$ cat config.mk
export PLATFORM = sky130hd
export DESIGN_NAME = voter_auth_ctrl
export DESIGN_NICKNAME = d
export VERILOG_FILES = /design/src/rtl/voting_pkg.sv /design/src/rtl/voter_table.sv /design/src/rtl/voter_auth_ctrl.sv
export SDC_FILE = /design/constraint.sdc
export NUM_CORES = 1
export LEC_CHECK = 0
export CAP_MARGIN = 40
export CORE_MARGIN = 3
export CORE_UTILIZATION = 45
export DETAILED_ROUTE_END_ITERATION = 8
export PLACE_DENSITY = 0.67
export SYNTH_ARGS = -nofsm -noshare
export SYNTH_HDL_FRONTEND = slang
export SYNTH_SLANG_ARGS = --single-unit
$ cat constraint.sdc
create_clock -name clk -period 16.9 [get_ports clk]
set_clock_uncertainty 0.15 [all_clocks]
set_input_delay 3.38 -clock clk [delete_from_list [all_inputs] [get_ports clk]]
set_output_delay 3.38 -clock clk [all_outputs]
set_load 0.01 [all_outputs]
$ cat src/rtl/voting_pkg.sv
// voting_pkg: shared FSM state type, default widths and width helper for the vote verifier.
package voting_pkg;
  typedef enum logic [1:0] {IDLE, SCAN, RESP, LOCK} state_e;
  localparam int DIGEST_W_DEF = 128;
  function automatic int clog2_min1(input int v);
    return (v <= 2) ? 1 : $clog2(v);
  endfunction
endpackage

$ cat src/rtl/voter_table.sv
// voter_table: enrollment digests with valid and voted bits, one indexed compare port.
module voter_table import voting_pkg::*; #(
  parameter int NUM_VOTERS = 3,
  parameter int DIGEST_W   = DIGEST_W_DEF,
  parameter int IDX_W      = clog2_min1(NUM_VOTERS)
) (
  input  logic                  clk,
  input  logic                  rst,
  input  logic                  wr_en,
  input  logic [IDX_W-1:0]      wr_idx,
  input  logic [DIGEST_W-1:0]   wr_digest,
  input  logic [IDX_W-1:0]      rd_idx,
  input  logic [DIGEST_W-1:0]   cmp_digest,
  output logic                  rd_match,
  output logic                  rd_voted,
  input  logic                  set_voted,
  input  logic                  clr_voted,
  output logic [NUM_VOTERS-1:0] voted_mask
);
  logic [DIGEST_W-1:0]   mem_q [NUM_VOTERS];
  logic [NUM_VOTERS-1:0] valid_q, valid_d, voted_q, voted_d;
  logic                  wr_ok;
  assign wr_ok      = wr_en && (int'(wr_idx) < NUM_VOTERS);
  assign rd_match   = valid_q[rd_idx] && (mem_q[rd_idx] == cmp_digest);
  assign rd_voted   = voted_q[rd_idx];
  assign voted_mask = voted_q;
  // Re-enrolling an entry forgets its vote, so a replaced voter may vote again.
  always_comb begin
    valid_d = valid_q;
    voted_d = clr_voted ? '0 : voted_q;
    if (set_voted) voted_d[rd_idx] = 1'b1;
    if (wr_ok) begin
      valid_d[wr_idx] = 1'b1;
      voted_d[wr_idx] = 1'b0;
    end
  end
  always_ff @(posedge clk or posedge rst) begin
    if (rst) begin
      valid_q <= '0;
      voted_q <= '0;
    end else begin
      valid_q <= valid_d;
      voted_q <= voted_d;
    end
  end
  always_ff @(posedge clk) begin
    if (wr_ok) mem_q[wr_idx] <= wr_digest;
  end
endmodule

$ cat src/rtl/voter_auth_ctrl.sv
// voter_auth_ctrl: sequential digest scan, one-vote-per-voter grant and failed-attempt lockout.
module voter_auth_ctrl import voting_pkg::*; #(
  parameter int NUM_VOTERS  = 3,
  parameter int DIGEST_W    = DIGEST_W_DEF,
  parameter int MAX_FAIL    = 3,
  parameter int LOCK_CYCLES = 16
) (
  input  logic                                   clk,
  input  logic                                   rst,
  input  logic                                   req_valid,
  input  logic [DIGEST_W-1:0]                    req_digest,
  output logic                                   req_ready,
  input  logic                                   enroll_we,
  input  logic [clog2_min1(NUM_VOTERS)-1:0]      enroll_idx,
  input  logic [DIGEST_W-1:0]                    enroll_digest,
  input  logic                                   clear_voted,
  output logic                                   resp_valid,
  output logic                                   success,
  output logic                                   access,
  output logic [clog2_min1(NUM_VOTERS)-1:0]      voter_idx,
  output logic                                   locked,
  output logic [clog2_min1(MAX_FAIL+1)-1:0]      fail_count,
  output logic [NUM_VOTERS-1:0]                  voted_mask
);
  localparam int IDX_W = clog2_min1(NUM_VOTERS);
  localparam int FC_W  = clog2_min1(MAX_FAIL + 1);
  localparam int LC_W  = clog2_min1(LOCK_CYCLES);
  state_e              state_q, state_d;
  logic [DIGEST_W-1:0] digest_q;
  logic [IDX_W-1:0]    idx_q, vidx_q;
  logic [FC_W-1:0]     fc_q;
  logic [LC_W-1:0]     lcnt_q;
  logic                success_q, access_q;
  logic                accept, match, rd_voted, scan_done, lock_done, fc_max;
  assign req_ready  = !rst && state_q == IDLE && !enroll_we;
  assign accept     = req_valid && req_ready;
  assign scan_done  = state_q == SCAN && (match || idx_q == IDX_W'(NUM_VOTERS - 1));
  assign lock_done  = state_q == LOCK && lcnt_q == LC_W'(LOCK_CYCLES - 1);
  assign fc_max     = fc_q == FC_W'(MAX_FAIL);
  assign resp_valid = state_q == RESP;
  assign locked     = state_q == LOCK;
  assign success    = success_q;
  assign access     = access_q;
  assign voter_idx  = vidx_q;
  assign fail_count = fc_q;
  voter_table #(.NUM_VOTERS(NUM_VOTERS), .DIGEST_W(DIGEST_W), .IDX_W(IDX_W)) u_table (
    .clk        (clk),
    .rst        (rst),
    .wr_en      (enroll_we && state_q == IDLE),
    .wr_idx     (enroll_idx),
    .wr_digest  (enroll_digest),
    .rd_idx     (idx_q),
    .cmp_digest (digest_q),
    .rd_match   (match),
    .rd_voted   (rd_voted),
    .set_voted  (scan_done && match),
    .clr_voted  (clear_voted && (state_q == IDLE || state_q == LOCK)),
    .voted_mask (voted_mask)
  );
  always_comb begin
    state_d = state_q;
    case (state_q)
      IDLE:    state_d = accept ? SCAN : IDLE;
      SCAN:    state_d = scan_done ? RESP : SCAN;
      RESP:    state_d = fc_max ? LOCK : IDLE;
      default: state_d = lock_done ? IDLE : LOCK;
    endcase
  end
  always_ff @(posedge clk or posedge rst) begin
    if (rst) begin
      state_q   <= IDLE;
      digest_q  <= '0;
      idx_q     <= '0;
      vidx_q    <= '0;
      fc_q      <= '0;
      lcnt_q    <= '0;
      success_q <= 1'b0;
      access_q  <= 1'b0;
    end else begin
      state_q <= state_d;
      if (accept) begin
        digest_q <= req_digest;
        idx_q    <= '0;
      end
      if (state_q == SCAN && !scan_done) idx_q <= idx_q + 1'b1;
      // Result registers update at scan end so they are valid throughout RESP.
      if (scan_done) begin
        success_q <= match;
        access_q  <= match && !rd_voted;
        vidx_q    <= match ? idx_q : '0;
        fc_q      <= match ? '0 : (fc_max ? fc_q : fc_q + 1'b1);
      end
      if (state_q == RESP) lcnt_q <= '0;
      if (state_q == LOCK) lcnt_q <= lcnt_q + 1'b1;
      if (lock_done) fc_q <= '0;
    end
  end
endmodule

==> results of run 1 <==
report_power, final:
part | leakage, nW | switching (mW) | internal (mW)
clock network | 0.873 | 0.491 | 0.706
logic | 3.93 | 0.671 | 0.527
registers | 5.27 | 0.196 | 1.63
total | 10.1 | 1.36 | 2.86
cells by family (layout without fill, tap and decap cells):
kind of cell / Yosys count / count (layout)
mux: 249 / 249
fa+ha+maj: 9 / 9
xor+xnor: 60 / 60
flops: 532 / 532
compound gates: 258 / 258
buf+inv: 130 / 463
other cells: 0 / 7
simple gates: 266 / 266
synth_stat cells (8+ instances only):
cell type | count | area, µm²
o22ai_1 | 20 | 125
o21ai_0 | 112 | 561
nand4_1 | 11 | 68.8
mux2_2 | 118 | 1330
nand2b_1 | 19 | 119
ha_1 | 9 | 113
a211oi_1 | 29 | 218
nor2b_1 | 34 | 213
nor4_1 | 17 | 106
inv_1 | 65 | 244
nand2_1 | 125 | 469
dfrtp_1 | 148 | 3700
a21oi_1 | 17 | 85.1
clkbuf_1 | 28 | 105
xnor2_1 | 10 | 87.6
buf_4 | 8 | 60.1
nor2_1 | 27 | 101
a22oi_1 | 14 | 105
xor2_1 | 50 | 438
buf_2 | 13 | 65.1
nand3_1 | 11 | 55.1
mux2i_1 | 131 | 1310
edfxtp_1 | 384 | 11500
flip-flops by register name, indices dropped and copies added (netlist names):
signal,count
digest_q,128
u_table.valid_q,3
u_table.voted_mask,3
fail_count,2
access,1
u_table.mem_q,384
state_q,2
success,1
voter_idx,2
idx_q,2
lcnt_q,4
stage by stage:
| stage | total power [mW] | setup WS [ns] | hold WS, ns | std cells |
|---|---|---|---|---|
| floorplan | 2.63 | 3.50 | 0.284 | 1504 |
| global placement | 3.02 | 8.62 | 0.302 | 2384 |
| detailed placement | 3.05 | 8.60 | 0.306 | 2389 |
| CTS | 4.25 | 8.58 | 0.318 | 2493 |
| global route | 4.42 | 8.49 | 0.332 | 2497 |
| finish | 4.22 | 8.58 | 0.319 | 2500 |
routing by layer:
metal | track usage | vias to the layer above | share of wire
met4 | 0.0798 | 16 | 0.028
li1 | - | 6222 | -
met3 | 0.0492 | 112 | 0.084
met2 | 0.366 | 548 | 0.48
met1 | 0.297 | 6698 | 0.40
met5 | 0 | - | 0.0017
layout by cell type (no fill, tap or decap), types with 5 or more instances in the layout:
| master | n |
|---|---|
| clkinv_1 | 5 |
| diode_2 | 7 |
| a211oi_1 | 29 |
| nand2b_1 | 19 |
| clkinv_2 | 10 |
| dfrtp_1 | 146 |
| clkbuf_16 | 57 |
| a22oi_1 | 14 |
| buf_4 | 13 |
| clkbuf_1 | 20 |
| nor2_1 | 27 |
| a21oi_1 | 17 |
| a22o_1 | 5 |
| nor4_1 | 17 |
| nor2b_1 | 34 |
| xnor2_1 | 10 |
| clkdlybuf4s50_1 | 274 |
| nor3_1 | 6 |
| edfxtp_1 | 384 |
| o21ai_0 | 112 |
| xor2_1 | 50 |
| nand4_1 | 11 |
| mux2_2 | 118 |
| o2bb2ai_1 | 5 |
| nand2_1 | 125 |
| ha_1 | 9 |
| o2111ai_1 | 6 |
| nand3_1 | 11 |
| o221ai_1 | 6 |
| inv_1 | 62 |
| o22ai_1 | 20 |
| clkbuf_8 | 6 |
| mux2i_1 | 131 |
worst paths after layout:
| kind | from | endpoint | slack [ns] | depth (start not counted) |
|---|---|---|---|---|
| hold reg to reg | u_table.valid_q[0] | u_table.valid_q[0] | 0.32 | 1 |
| min in group asynchronous | rst | lcnt_q[3] | 3.11 | 2 |
| setup reg to reg | idx_q[0] | idx_q[0] | 10.88 | 11 |
| setup / recovery | rst | req_ready | 8.58 | 3 |
| max in group asynchronous | rst | digest_q[89] | 11.69 | 5 |
| hold / removal | u_table.valid_q[0] | u_table.valid_q[0] | 0.32 | 1 |
final cells by class:
type                       instances  area (µm²)
antenna                            7        17.5
clock buffer                      83        1580
clock inverter                    21         204
fill                            3876       20800
inverter                          66         263
multi-input combinational        842        6260
sequential                       532       15200
tap                              656         821
timing repair buffer             293        2990
worst register-to-register path, cell delays in order, from the launching register on:
cell	delay [ns]
dfrtp_4	0.76
buf_4	0.62
buf_4	0.75
mux2i_1	0.34
a211oi_1	0.14
or4_1	0.57
nor3_1	0.35
o2111ai_1	0.33
nor4_1	0.51
nand4_1	0.65
and3_1	0.48
mux2_2	0.26
==> flow_summary.json, run 1 <==
{
  "outcome": "completed",
  "worst_pin_slew_ns": 0.945,
  "cts_tree": "built",
  "hpwl_um": 40400,
  "htree_levels": 2,
  "hold_violations": 0,
  "wire_per_inst_um": 23.5,
  "drive_above_1_share": 0.125,
  "cpMaxStageDelayCell": "clkdlybuf4s50_1",
  "cpLargestDelayFamily": "buffers and inverters",
  "cp.required_ns": 13.37,
  "root_buffer": "clkbuf_16",
  "setup_violations": 0,
  "path_class": "input port to output port",
  "ys_async_sr_fraction": 0.278,
  "dpl-instance-area_um2": 25600,
  "synthAdderAreaFrac": 0.00509,
  "pin_count": 275,
  "cts_sinks": 532,
  "relSlewSlack": 0.370,
  "antenna_found_initial": 14,
  "grt_overflow": 0,
  "cp_cell_sequence": "clkdlybuf4s50_1, nor3b_1, clkdlybuf4s50_1",
  "grt_pass1_wl_um": 85100,
  "fin_tns_setup_ns": 0,
  "place_congestion": 0.836,
  "vias_per_cell": 5.44,
  "hold_buffers": 0,
  "worstSkewPairLatency_ns": 0.59,
  "die_x_um": 228,
  "drt_wl_total_um": 58700,
  "rsz0062_at_grt": "no",
  "period_minus_slack_ns": 8.32,
  "ys_warn_count": 0,
  "hp-class": "flip-flop to flip-flop",
  "clk_pin_slew_ns": 0.06,
  "final_nets": 2063,
  "die_h_um": 228,
  "p_leak_nw": 10.1,
  "max_freq_ghz": 0.120,
  "syn_to_final_growth_pct": 23.8,
  "synth.area.mux_share": 0.119,
  "yosysSeqAreaShare": 0.689,
  "yosys_most_used_dff": "edfxtp_1",
  "initial_utilization": 0.459,
  "synth_xor_area_frac": 0.0238,
  "routed-via-count": 13600,
  "route.detailed.drc": 0,
  "path_common_cell": "clkdlybuf4s50_1",
  "synthSimpleGateAreaFrac": 0.0579,
  "postCtsSetupRepairBufs": 0,
  "finalCritPeriodShare": 0.492,
  "worstPathArrival_ns": 4.79,
  "synth.net_count": 1776,
  "ir_drop_mv": 0.103,
  "ant_nets": 0,
  "max_cap_violations": 0,
  "ys_ff_latch": 532,
  "slowest_delay_ns": 0.60,
  "synth_edf_count": 384,
  "syn_area_um2": 22100,
  "path_max_fanout": 2,
  "dr.pass1.iters": 5,
  "port_buffers": 274,
  "clock_path_buffers": 3,
  "num_rows": 80,
  "cp-end-kind": "output port",
  "die-area_um2": 51800,
  "avgSynthCellArea_um2": 14.7,
  "grt_max_degree": 131,
  "first_global_vias": 13700,
  "fin_area_um2": 27400,
  "synth.distinct_cells": 62,
  "worst-path-buf-inv": 2,
  "synth_compound_area_frac": 0.0766,
  "cp-start-kind": "input port",
  "post_cts_resized": 0,
  "slew_viol_final": 0,
  "p_per_area_nw_per_um2": 154,
  "utilization": 0.569,
  "core_um2": 48100,
  "grt_use_total": 0.224,
  "cts_buffers": 56,
  "syn_inst": 1504,
  "drt_iter0_drc": 1241,
  "synth_top_family_by_area": "multiplexers"
}
Note: power is estimated with default switching activity, not from simulation.
==> inputs of run 2 (changes only) <==
PLACE_DENSITY = 0.69   (was 0.67)
clock period = 7 ns   (was 16.9 ns; I/O delays follow)
==> flow_summary.json, run 2 (synthesis results as in run 1) <==
{
  "cp-end-kind": "flip-flop",
  "htree_levels": 2,
  "first_global_vias": 13800,
  "cp.required_ns": 7.33,
  "routed-via-count": 13700,
  "drive_above_1_share": 0.126,
  "hold_buffers": 0,
  "reg_top3": "u_table.mem_q: 384 flops, digest_q: 128 flops, lcnt_q: 4 flops",
  "cts_tree": "built",
  "initial_utilization": 0.459,
  "p_leak_nw": 10.0,
  "finalCritPeriodShare": 0.715,
  "hp-class": "flip-flop to flip-flop",
  "layout_common_cells": "edfxtp_1 (384), clkdlybuf4s50_1 (274), dfrtp_1 (146)",
  "hold_violations": 0,
  "period_minus_slack_ns": 5.00,
  "grt_pass1_wl_um": 86100,
  "utilization": 0.568,
  "cp-start-kind": "flip-flop",
  "ir_drop_mv": 0.253,
  "critPathCapture": "idx_q[0]",
  "clock_path_buffers": 3,
  "grt_overflow": 0,
  "rr_startpoint": "idx_q[0]",
  "die_h_um": 228,
  "rsz0062_at_grt": "no",
  "drt_iter0_drc": 1216,
  "die_x_um": 228,
  "grt_max_degree": 167,
  "grt_use_total": 0.228,
  "worstSkewPairLatency_ns": 0.60,
  "place_congestion": 0.899,
  "core_um2": 48100,
  "r2r_slack_ns": 2.00,
  "wire_per_inst_um": 23.9,
  "port_buffers": 274,
  "die-area_um2": 51800,
  "regArea_um2": 15200,
  "max_cap_violations": 0,
  "antenna_found_initial": 12,
  "vias_per_cell": 5.50,
  "ant_nets": 0,
  "postCtsSetupRepairBufs": 0,
  "reg2regPathDepth": 11,
  "root_buffer": "clkbuf_16",
  "largest_reg_flops": 384,
  "max_freq_ghz": 0.200,
  "path_class": "flip-flop to flip-flop",
  "syn_to_final_growth_pct": 23.7,
  "drt_wl_total_um": 59500,
  "fin_tns_setup_ns": 0,
  "p_per_area_nw_per_um2": 371,
  "post_cts_resized": 0,
  "fillers": 3823,
  "hpwl_um": 41800,
  "outcome": "completed",
  "final_nets": 2058,
  "setup.worst_path.start": "idx_q[0]",
  "worstPathArrival_ns": 5.33,
  "relSlewSlack": 0.225,
  "hold_path.startpoint": "u_table.valid_q[0]",
  "pin_count": 275,
  "path_max_fanout": 49,
  "rr_endpoint": "idx_q[0]",
  "largest-register": "u_table.mem_q",
  "dr.pass1.iters": 5,
  "cts_buffers": 53,
  "final_common_cell": "edfxtp_1",
  "route.detailed.drc": 0,
  "setup_violations": 0,
  "num_rows": 80,
  "multi_input_area_um2": 6270,
  "slew_viol_final": 0,
  "cts_sinks": 532,
  "clk_pin_slew_ns": 0.06,
  "worst_pin_slew_ns": 1.16
}
[run 2: cell types whose count changed in the layout (fill, tap and decap cells not counted), moves of 2 or more]
cell	previous run	this run
buf_4	13	9
clkbuf_1	20	16
clkbuf_16	57	53
clkbuf_8	6	9
clkinv_1	5	0
clkinv_2	10	8
clkinvlp_4	2	5
diode_2	7	2
inv_6	3	5
[run 2: final cells by class]
| cell class | instances | area share |
|---|---|---|
| Antenna cell | 2 | 0.000183 |
| Clock buffer | 78 | 0.0552 |
| Clock inverter | 21 | 0.00860 |
| Inverter | 66 | 0.00961 |
| Multi-Input combinational cell | 842 | 0.229 |
| Sequential cell | 532 | 0.557 |
| Tap cell | 656 | 0.0300 |
| Timing Repair Buffer | 291 | 0.110 |
[run 2: worst min path at each step]
| stage | cells past startpoint | slack, ns | endpoint |
|---|---|---|---|
| 2_1_floorplan | 1 | 0.28 | u_table.valid_q[2] |
| 3_3_place_gp | 1 | 0.30 | u_table.valid_q[0] |
| 3_5_place_dp | 1 | 0.30 | u_table.valid_q[0] |
| 4_1_cts | 1 | 0.32 | u_table.valid_q[0] |
| 5_1_grt | 1 | 0.34 | u_table.valid_q[1] |
| 6_report | 1 | 0.33 | u_table.valid_q[0] |
[run 2: worst max-delay path, stage by stage, from the launching register on]
cell and delay [ns]:
dfrtp_4 0.92, buf_12 0.41, buf_4 0.34, mux2i_1 0.23
o21ai_0 0.13, xor2_1 0.19, nor4_1 0.52, nand4_1 0.16
nor4b_1 0.51, nand4_1 0.57, and3_1 0.42, mux2_2 0.26
[run 2: layer usage]
layer,part of all wire,GRT usage
met1,0.41,0.301
met2,0.47,0.370
met3,0.084,0.0533
met4,0.035,0.0862
met5,0.0017,0
[run 2: per-stage QoR]
step	total power, mW	cell area, µm²	setup WS, ns	cells	hold WS [ns]
finish	10.2	27400	2.00	2488	0.327
global route	10.6	27300	1.72	2487	0.343
CTS	10.2	27300	1.93	2486	0.320
detailed placement	7.37	25600	2.06	2387	0.304
global placement	7.31	25500	2.13	2382	0.303
floorplan	6.34	22100	1.47	1504	0.284
[run 2: power breakdown]
part / leakage, nW / switching, mW / internal (mW)
combinational: 3.94 / 1.60 / 1.28
sequential: 5.27 / 0.526 / 3.92
clock: 0.845 / 1.18 / 1.65
